`config.mk`:
```
export PLATFORM = sky130hd
export DESIGN_NAME = puf_challenge_sequencer
export DESIGN_NICKNAME = d
export VERILOG_FILES = /design/src/rtl/puf_challenge_sequencer.sv
export SDC_FILE = /design/constraint.sdc
export NUM_CORES = 1
export LEC_CHECK = 0
export ABC_AREA = 1
export CORE_ASPECT_RATIO = 0.75
export CORE_UTILIZATION = 50
export CTS_CLUSTER_SIZE = 8
export DETAILED_ROUTE_END_ITERATION = 6
export GPL_ROUTABILITY_DRIVEN = 0
export PLACE_DENSITY = 0.91
export SKIP_CTS_REPAIR_TIMING = 1
export SYNTH_ARGS = -nofsm -noshare
export SYNTH_HDL_FRONTEND = slang
export SYNTH_SLANG_ARGS = --single-unit
```
`constraint.sdc`:
```
create_clock -name clk -period 3.4 [get_ports clk]
set_clock_uncertainty 0.2 [all_clocks]
set_input_delay 0.68 -clock clk [delete_from_list [all_inputs] [get_ports clk]]
set_output_delay 0.68 -clock clk [all_outputs]
set_load 0.01 [all_outputs]
```
`src/rtl/puf_challenge_sequencer.sv`:
```
// Arbiter-PUF challenge sequencer: LFSR-generated challenges, timed launch/capture, response collection.
// Optional build macro PUF_MAJORITY_VOTE_EN: three evaluations per challenge, majority-voted bit.
module puf_challenge_sequencer #(
    parameter int CHAL_W     = 64,
    parameter int RESP_W     = 16,
    parameter int SETTLE_CYC = 8
) (
    input  logic              clk,
    input  logic              rst_n,
    input  logic              start,
    input  logic [63:0]       seed,
    input  logic              abort,
    input  logic              arb_out,
    output logic [CHAL_W-1:0] challenge,
    output logic              launch,
    output logic              busy,
    output logic [RESP_W-1:0] response,
    output logic              resp_valid,
    input  logic              resp_ack
);

    localparam logic [2:0] S_IDLE    = 3'd0;
    localparam logic [2:0] S_SETUP   = 3'd1;
    localparam logic [2:0] S_FIRE    = 3'd2;
    localparam logic [2:0] S_WAIT    = 3'd3;
    localparam logic [2:0] S_CAPTURE = 3'd4;
    localparam logic [2:0] S_DONE    = 3'd5;

    localparam int               CNT_W    = (SETTLE_CYC > 1) ? $clog2(SETTLE_CYC) : 1;
    localparam logic [CNT_W-1:0] CNT_LAST = CNT_W'(SETTLE_CYC - 1);
    localparam int               IDX_W    = 7;
    localparam logic [IDX_W-1:0] IDX_LAST = IDX_W'(RESP_W - 1);

    if (CHAL_W < 1 || CHAL_W > 64) begin : g_bad_chal_w
        $error("CHAL_W must be in 1..64");
    end
    if (RESP_W < 1 || RESP_W > 64) begin : g_bad_resp_w
        $error("RESP_W must be in 1..64");
    end
    if (SETTLE_CYC < 1) begin : g_bad_settle
        $error("SETTLE_CYC must be at least 1");
    end

    // Fibonacci LFSR, x^64+x^63+x^61+x^60+1, shifting toward the MSB.
    function automatic logic [63:0] lfsr_step(input logic [63:0] s);
        return {s[62:0], s[63] ^ s[62] ^ s[60] ^ s[59]};
    endfunction

    // An all-zero LFSR would lock up, so a zero seed is replaced by 1.
    function automatic logic [63:0] seed_fix(input logic [63:0] s);
        return (s == 64'd0) ? 64'd1 : s;
    endfunction

    function automatic logic [RESP_W-1:0] shift_in(input logic [RESP_W-1:0] r, input logic b);
        return (r << 1) | RESP_W'(b);
    endfunction

    logic [2:0]       state;
    logic [CNT_W-1:0] cnt;
    logic [IDX_W-1:0] idx;
    logic [63:0]      lfsr;
    logic [63:0]      seed_eff;
    logic [63:0]      lfsr_nxt;
    logic             bit_done;
    logic             cap_bit;
    logic             abort_run;

    assign seed_eff  = seed_fix(seed);
    assign lfsr_nxt  = lfsr_step(lfsr);
    assign abort_run = abort && (state != S_IDLE);

    assign busy       = (state != S_IDLE);
    assign launch     = (state == S_FIRE);
    assign resp_valid = (state == S_DONE);

`ifdef PUF_MAJORITY_VOTE_EN
    logic [1:0] eval_cnt;
    logic [1:0] ones_cnt;
    logic [1:0] ones_nxt;

    // Two ones out of three evaluations decide the bit; ones_nxt never exceeds 3.
    assign ones_nxt = ones_cnt + {1'b0, arb_out};
    assign bit_done = (eval_cnt == 2'd2);
    assign cap_bit  = ones_nxt[1];

    always_ff @(posedge clk or negedge rst_n) begin
        if (!rst_n) begin
            eval_cnt <= 2'd0;
            ones_cnt <= 2'd0;
        end else if (abort_run) begin
            eval_cnt <= 2'd0;
            ones_cnt <= 2'd0;
        end else if (state == S_CAPTURE) begin
            if (bit_done) begin
                eval_cnt <= 2'd0;
                ones_cnt <= 2'd0;
            end else begin
                eval_cnt <= eval_cnt + 2'd1;
                ones_cnt <= ones_nxt;
            end
        end
    end
`else
    assign bit_done = 1'b1;
    assign cap_bit  = arb_out;
`endif

    always_ff @(posedge clk or negedge rst_n) begin
        if (!rst_n) begin
            state     <= S_IDLE;
            cnt       <= '0;
            idx       <= '0;
            lfsr      <= '0;
            challenge <= '0;
            response  <= '0;
        end else if (abort_run) begin
            // The partial response is kept for inspection but never flagged valid.
            state <= S_IDLE;
        end else begin
            case (state)
                S_IDLE: begin
                    if (start) begin
                        lfsr      <= seed_eff;
                        challenge <= seed_eff[CHAL_W-1:0];
                        idx       <= '0;
                        cnt       <= '0;
                        response  <= '0;
                        state     <= S_SETUP;
                    end
                end
                S_SETUP: begin
                    if (cnt == CNT_LAST) begin
                        state <= S_FIRE;
                    end else begin
                        cnt <= cnt + CNT_W'(1);
                    end
                end
                S_FIRE: begin
                    cnt   <= '0;
                    state <= S_WAIT;
                end
                S_WAIT: begin
                    if (cnt == CNT_LAST) begin
                        state <= S_CAPTURE;
                    end else begin
                        cnt <= cnt + CNT_W'(1);
                    end
                end
                S_CAPTURE: begin
                    if (!bit_done) begin
                        state <= S_FIRE;
                    end else begin
                        response <= shift_in(response, cap_bit);
                        idx      <= idx + IDX_W'(1);
                        if (idx == IDX_LAST) begin
                            state <= S_DONE;
                        end else begin
                            // The challenge only moves here, on the way back into SETUP.
                            lfsr      <= lfsr_nxt;
                            challenge <= lfsr_nxt[CHAL_W-1:0];
                            cnt       <= '0;
                            state     <= S_SETUP;
                        end
                    end
                end
                S_DONE: begin
                    if (resp_ack) begin
                        state <= S_IDLE;
                    end
                end
                default: begin
                    state <= S_IDLE;
                end
            endcase
        end
    end

endmodule

```
### After elaboration in Yosys (flattened, before gate mapping)

Index checks and enable logic that the tools add are counted.

| word-level totals | value |
|---|---|
| word-level logic and storage cells | 56 |
| bits in registers | 93 |
| input port bits | 70 |
| output and inout bits | 83 |

| operators by class | value |
|---|---|
| eq/ne operators | 14 |
| bitwise operators | 5 |
| $add $sub $neg | 2 |
| mux-type cells | 19 |
| reduce and logical (&&, ||, !) cells | 11 |

Operators with widths:

| kind | number |
|---|---|
| 64-bit 2-to-1 mux | 3 |
| 64-bit one-hot mux with 2 select lines | 1 |
| 64-bit zero test | 1 |
| 16-bit one-hot mux with 2 select lines | 1 |
| 3-bit 2-to-1 mux | 9 |
| 3-bit one-hot mux with 6 select lines | 1 |
| 16-bit 2-to-1 mux | 1 |
| 16-bit by 1-bit OR with 16-bit output | 1 |
| 7-bit one-hot mux with 2 select lines | 1 |
| 3-bit one-hot mux with 4 select lines | 1 |
| 3-bit equality test (second input constant) | 3 |
| 3-bit inequality test (second input constant) | 3 |
| 4-bit AND reduction | 2 |
| 7-bit by 1-bit adder with 7-bit output (second input constant) | 1 |
| 7-bit by 4-bit equality test with 1-bit output (second input constant) | 1 |
| 7-bit 2-to-1 mux | 1 |
| 3-bit by 2-bit equality test with 1-bit output (second input constant) | 2 |
| 2-bit inequality test (second input constant) | 3 |
| 5-bit AND reduction | 1 |
| 4-bit nonzero test | 1 |
| 3-bit by 1-bit adder with 3-bit output (second input constant) | 1 |
| 3-bit by 1-bit equality test with 1-bit output (second input constant) | 1 |
| 3-bit zero test | 1 |
| 3-bit by 1-bit inequality test with 1-bit output (second input constant) | 1 |
| other kinds (7) | 9 |

### Depth between registers and ports, before layout

Gate-level depths: netlist of the first run.

| logic depth | value |
|---|---|
| depth in word-level cells | 5 |
| mapped depth | 10 |
| mapped depth without buffers | 10 |

### Least setup slack after synthesis of the first run

No wires, ideal clock.

| timing | value |
|---|---|
| path type | flip-flop to flip-flop |
| start point | reg state[0] |
| end point | reg lfsr[59] |
| arrival | 1.492 ns |
| cell stages (with the launch flop) | 11 |
| library setup time | 0.122 ns |
| path slack | 1.586 ns |
| buffers on the path | 2 |
| required time | 3.078 ns |
| cell sequence | dfrtp_1 nor2_4 nand2_2 nand2_2 nand2_2 nor2_4 nand2_1 buf_2 buf_4 nand2_1 o21ai_1 |

| on the way | value |
|---|---|
| longest elaborated chain between the ends | 4 |
| elaborated cells between the ends (all ways) | 10 |
| classes of those cells | eq/ne (3); mux (1); bitwise (1); reduce/logical (5) |

RTL lines:

| item | RTL line | RTL |
|---|---|---|
| from (decl) | 58 | `logic [2:0] state;` |
| from (signal assigned) | 110 | `state <= S_IDLE;` |
| from (signal assigned) | 118 | `state <= S_IDLE;` |
| from (signal assigned) | 128 | `state <= S_SETUP;` |
| 3-bit nonzero test | -- |  |
| named net busy | 16 | `output logic busy,` |
| 1-bit logical AND | 70 | `assign abort_run = abort && (state != S_IDLE);` |
| 1-bit NOT (no line) | -- |  |
| 4-bit AND reduction (no line) | -- |  |
| to (signal assigned) | 159 | `lfsr <= lfsr_nxt;` |
| to (decl) | 61 | `logic [63:0] lfsr;` |

The timed path passes the listed nets, and every way through them passes these cells.
A chain may end at the register's enable or synchronous reset.

### Worst setup path in the final report of the first run

| timing | value |
|---|---|
| start point | reg state[0] |
| end point | reg response[15] |

| on the way | value |
|---|---|
| longest elaborated chain between the ends | 4 |
| elaborated cells between the ends (all ways) | 9 |
| classes of those cells | eq/ne (2); mux (1); bitwise (1); reduce/logical (5) |

RTL lines:

| item | RTL line | RTL |
|---|---|---|
| parallel branches: the longest is 4 deep, another holds 3-bit equality test | -- |  |
| to (signal assigned) | 153 | `response <= shift_in(response, cap_bit);` |
| to (decl) | 17 | `output logic [RESP_W-1:0] response,` |

Parallel ways; which one is timed is not known.

==> results of run 1 <==
[worst paths after layout]
kind                          start      endpoint  slack [ns]  cells after the start
min reg2reg                  cnt[2]        cnt[2]        0.30                      2
min in group clk             cnt[2]        cnt[2]        0.30                      2
max in group asynchronous     rst_n      lfsr[42]        2.21                      2
min                           rst_n      lfsr[23]        0.12                      1
max                        state[0]  response[15]        0.79                      6
max reg2reg                state[0]  response[15]        0.79                      6
[area by class of cell]
cell class | count | area share
sequential | 93 | 0.354
inverter | 29 | 0.0166
timing repair buffer | 160 | 0.242
clock buffer | 11 | 0.0370
clock inverter | 5 | 0.00895
tap | 128 | 0.0244
multi-input combinational | 428 | 0.317
[per-layer routing]
metal,part of all wire,global-route usage
met3,0.067,0.0587
met4,0.014,0.0756
met2,0.48,0.478
met1,0.44,0.381
met5,0,0
[power by group through the flow]
stage                     combinational, µW  clock, µW  sequential [µW]
final                                  2510       1020             1910
after global routing                   2760       1070             1950
after CTS                              2520       1030             1900
after detailed placement               2500          0             1910
after global placement                 2400          0             1890
after floorplan                        1250          0             2000
[kinds of logic after synthesis]
group | count (synthesis) | share of synthesized area
compound gates | 153 | 0.201
simple gates | 268 | 0.223
xor+xnor | 4 | 0.00744
buf+inv | 67 | 0.0664
fa+ha+maj | 3 | 0.00797
flops | 93 | 0.494
[sequential cells by signal, indices dropped and copies added (netlist names)]
name      cells
state         3
idx           7
cnt           3
response     16
lfsr         64
[stage by stage]
| step | worst slack, ns | area, µm² | util |
|---|---|---|---|
| after global placement | 0.676 | 6270 | 0.690 |
| after detailed placement | 0.585 | 6270 | 0.690 |
| after floorplan | 1.59 | 4710 | - |
| final | 0.789 | 6570 | 0.723 |
| after CTS | 0.842 | 6570 | 0.723 |
| after global routing | 0.633 | 6570 | 0.723 |
[critical path, stage by stage, from the launching register on]
cell and delay [ns]:
dfrtp_1 0.48, nor2_4 0.21, nand2_2 0.08, inv_2 0.08
buf_4 0.56, nand2_1 0.51, o21ai_0 0.33
[cell usage in the layout (no fill, tap or decap)]
cell / Yosys / final
clkdlybuf4s50_1: 0 / 151
nand2_1: 130 / 129
nor2_1: 118 / 118
dfrtp_1: 93 / 93
o211ai_1: 63 / 63
o21ai_1: 57 / 57
inv_1: 27 / 27
o22ai_1: 15 / 15
o21ai_0: 12 / 12
clkbuf_16: 0 / 9
buf_4: 5 / 8
nand3_1: 8 / 7
nand2_2: 4 / 5
a21oi_1: 4 / 4
nor3_1: 3 / 3
ha_1: 3 / 3
nor2_4: 2 / 2
inv_2: 2 / 2
xnor2_1: 2 / 2
xor2_1: 2 / 2
clkinvlp_4: 0 / 2
nand3_2: 0 / 1
nor2_2: 1 / 1
o31ai_1: 1 / 1
or2_2: 1 / 1
o21a_1: 1 / 1
nand4_1: 1 / 1
clkinv_2: 0 / 1
clkbuf_8: 0 / 1
inv_6: 0 / 1
clkbuf_1: 13 / 1
bufinv_16: 0 / 1
buf_12: 0 / 1
==> out/qor.csv, run 1 <==
stage,metric,value,unit
synthesis,syn-cell-area,4710,µm²
cells_and_area,ff_latch_area,2330,µm²
grt,grt_pass1_vias,4727,
drt,drt_iter0_markers,389,
cts,h-tree-depth,3,
synthesis,yosysMostFrequentCell,nand2_1,
critical_path,critPathLaunchType,register,
synthesis,synth_ff_type,dfrtp_1,
min_path,hold_class,primary input to asynchronous set/reset pin,
sta,slew_viol_final,0,
grt,antenna_found_initial,0,
cells_and_area,multiInputGateArea,2080,µm²
sta,relSlewSlack,0.511,
cells_and_area,num_antenna_cells,0,
power_and_ir_drop,pwr-share-comb,0.462,
synthesis,ys_warn_count,0,
sta,final.period_utilization,0.768,
cts,clock_sinks,93,
sta,setup_viol,0,
sta,rsz0062_at_grt,false,
synthesis,ys_top_cells_by_count,"nand2_1 (130), nor2_1 (118), dfrtp_1 (93), o211ai_1 (63), o21ai_1 (57)",
synthesis,synth_area_leaders,"dfrtp_1 (49%), nand2_1 (10%), o211ai_1 (10%)",
synthesis,syn_nets,661,
cts,clk_path_buf_depth,2,
cells_and_area,area_growth,39.4,%
sta,fin_crit,2.61,ns
synthesis,yosysTopAreaCellShare,0.494,
floorplan,dieWidth,114,µm
critical_path,criticalPathCategory,register to register,
drt,viasPerCell,5.61,
floorplan,die_h,86.1,µm
critical_path,critPathCaptureType,register,
power_and_ir_drop,p_sw_frac,0.387,
synthesis,synth_edf_count,0,
power_and_ir_drop,p_switching,2100,µW
power_and_ir_drop,power_density,827,nW/µm²
floorplan,ios,153,
synthesis,ys_ff_latch,93,
place,post-place-cells,838,
power_and_ir_drop,internal_power,3330,µW
drt,finalWirelength,13.4,mm
critical_path,cp.required,3.44,ns
cts,cts_buffers,9,
synthesis,async_reset_ff_frac,1.00,
cells_and_area,post_route_cells_drive_above_1_share,0.0496,
floorplan,start_util,0.519,
power_and_ir_drop,irDropWorstVdd,0.000547,V
drt,wire_per_inst,15.7,µm
cts,clock-root-buffer,clkbuf_16,
power_and_ir_drop,p_clk_frac,0.187,
cts,tritoncts,built,
floorplan,rows,30,
synthesis,seq_area_frac_synth,0.494,
sta,setup_tns,0,ns
place,hpwl,9.13,mm
critical_path,arrival,2.65,ns
cts,worstSkewPairLatency,0.34,ns
drt,via_count,4794,
critical_path,critPathMaxFanout,68,
cells_and_area,finalNetCount,794,
synthesis,synth.largest_area_cell,dfrtp_1,
sta,tightest_slew,0.733,ns
power_and_ir_drop,p_leak,0.00274,µW
sta,max_freq,383,MHz
sta,hold_viol,0,
grt,grtUsageTotal,0.286,
cts,clk_pin_slew,0.07,ns
drt,ant_nets,0,
grt,grt_pass1_wl,22.2,mm
grt,grt_max_degree,69,
flow_run,cap_viol_max_count,0,
synthesis,syn_avg_cell_area,8.01,µm²
drt,dr.pass1.iters,5,
synthesis,synthCells,588,
status,status,finished clean,
floorplan,core-area,9080,µm²
power_and_ir_drop,power,5430,µW
cells_and_area,num-fill-cells,725,
sta,whs,0.123,ns
place,port_buffers,152,
grt,grt_overflow,0,
cells_and_area,fin_cells,854,
floorplan,dieArea,9820,µm²
power_and_ir_drop,seqPwrFrac,0.352,
drt,drc,0,
synthesis,synth_cell_types,27,
Note: power is estimated with default switching activity, not from simulation.
==> run 2: changes to the inputs <==
Settings changed: CORE_UTILIZATION 50 to 47, PLACE_DENSITY 0.91 to 0.86.
Clock period 3.4 ns to 2.42 ns, I/O delays scaled along.
==> out/qor.csv, run 2 (same netlist as run 1, synthesis figures left out) <==
stage,metric,value,unit
status,status,finished clean,
place,dp_slack,0.160,ns
cts,clk_pin_slew,0.06,ns
drt,drc,0,
cells_and_area,final_cell_mix,"clkdlybuf4s50_1 (151), nand2_1 (129), nor2_1 (118)",
floorplan,ios,153,
critical_path,critPathCaptureType,primary output,
cells_and_area,top_register,lfsr,
cts,tritoncts,built,
drt,via_count,4642,
critical_path,criticalPathCategory,register to primary output,
critical_path,cp.required,1.74,ns
cts,clock-root-buffer,clkbuf_16,
min_path,hold_class,register to register,
sta,tightest_slew,0.698,ns
floorplan,rows,31,
floorplan,core-area,9700,µm²
power_and_ir_drop,irDropWorstVdd,0.000681,V
grt,grt_max_degree,66,
drt,dr.pass1.iters,5,
place,port_buffers,152,
cts,clock_sinks,93,
cells_and_area,post_route_cells_drive_above_1_share,0.0574,
floorplan,start_util,0.486,
floorplan,dieArea,10400,µm²
cells_and_area,largest_register_ffs,64,
cts,clk_path_buf_depth,2,
grt,grt_pass1_vias,4347,
sta,fin_crit,2.29,ns
cells_and_area,finalNetCount,801,
sta,whs,0.291,ns
cells_and_area,layout_commonest_cell,clkdlybuf4s50_1,
floorplan,dieWidth,118,µm
flow_run,cap_viol_max_count,0,
critical_path,arrival,1.60,ns
power_and_ir_drop,power_density,1160,nW/µm²
sta,relSlewSlack,0.535,
cts,h-tree-depth,3,
floorplan,die_h,88.7,µm
critical_path,critPathLaunchType,register,
sta,slew_viol_final,0,
sta,max_freq,437,MHz
sta,setup_viol,0,
sta,rsz0062_at_grt,false,
cts,cts_buffers,9,
sta,setup_ws,0.133,ns
min_path,holdPathStages,2,
sta,setup_tns,0,ns
grt,grt_overflow,0,
drt,ant_nets,0,
grt,antenna_found_initial,0,
grt,grt_pass1_wl,21.6,mm
drt,wire_per_inst,15.4,µm
drt,drt_iter0_markers,457,
sta,hold_viol,0,
critical_path,critPathMaxFanout,7,
grt,grtUsageTotal,0.261,
critical_path,reg2reg_depth,6,
cells_and_area,area_growth,41.4,%
power_and_ir_drop,p_leak,0.00279,µW
cells_and_area,reg.largest.list,"lfsr (64), response (16), idx (7)",
drt,finalWirelength,13.3,mm
cts,worstSkewPairLatency,0.34,ns
cells_and_area,num_antenna_cells,0,
sta,final.period_utilization,0.945,
place,hpwl,9.27,mm
cells_and_area,num-fill-cells,778,
drt,viasPerCell,5.37,
==> run 2: cell count changes in the layout (fill, tap and decap cells not counted), sizes merged <==
cell,before,now
buf,9,15
inv,30,29
clkbuf,11,12
clkinv,1,2
clkinvlp,2,0
dlygate4sd3,0,1
==> run 2: path summary, 6_finish.rpt <==
check	from	endpoint	slack (ns)
max in group asynchronous	rst_n	lfsr[45]	1.01
setup / recovery	state[0]	busy	0.13
setup reg to reg	state[0]	idx[0]	0.19
hold reg to reg	cnt[2]	cnt[2]	0.29
hold / removal	cnt[2]	cnt[2]	0.29
min in group asynchronous	rst_n	response[10]	0.42
==> run 2: cell type report <==
type	instances	area, µm²	share of cell area
inverters	29	109	0.0163
clock buffers	12	267	0.0400
multi-input cells	428	2080	0.312
well taps	132	165	0.0248
flip-flops and latches	93	2330	0.349
clock inverters	3	43.8	0.00657
repair buffers	167	1670	0.251
==> run 2: per-layer routing <==
metal  routed length (µm)  vias to the layer above  GRT usage
li1                     -                     2252          -
met1                 6070                     2176      0.366
met2                 6110                      201      0.409
met3                  962                       13     0.0535
met4                  153                        0     0.0839
met5                    0                        -          0
==> run 2: power breakdown <==
group | internal (µW) | switching [µW] | total [µW]
Clock | 879 | 576 | 1460
Sequential | 2140 | 550 | 2690
Combinational | 1780 | 1830 | 3600
Total | 4800 | 2950 | 7750
==> run 2: per-stage QoR <==
| stage | total power [µW] | util | cell area (µm²) | instances |
|---|---|---|---|---|
| after floorplan | 4560 | - | 4710 | 588 |
| after global placement | 6130 | 0.654 | 6340 | 848 |
| after detailed placement | 6280 | 0.654 | 6340 | 848 |
| after CTS | 7780 | 0.686 | 6650 | 863 |
| after global routing | 8260 | 0.687 | 6660 | 864 |
| final | 7750 | 0.687 | 6660 | 864 |
==> run 2: critical path: stages, from the launching register on <==
cell	delay, ns
dfrtp_1	0.46
nor2_4	0.20
nand2_2	0.11
clkdlybuf4s50_1	0.49
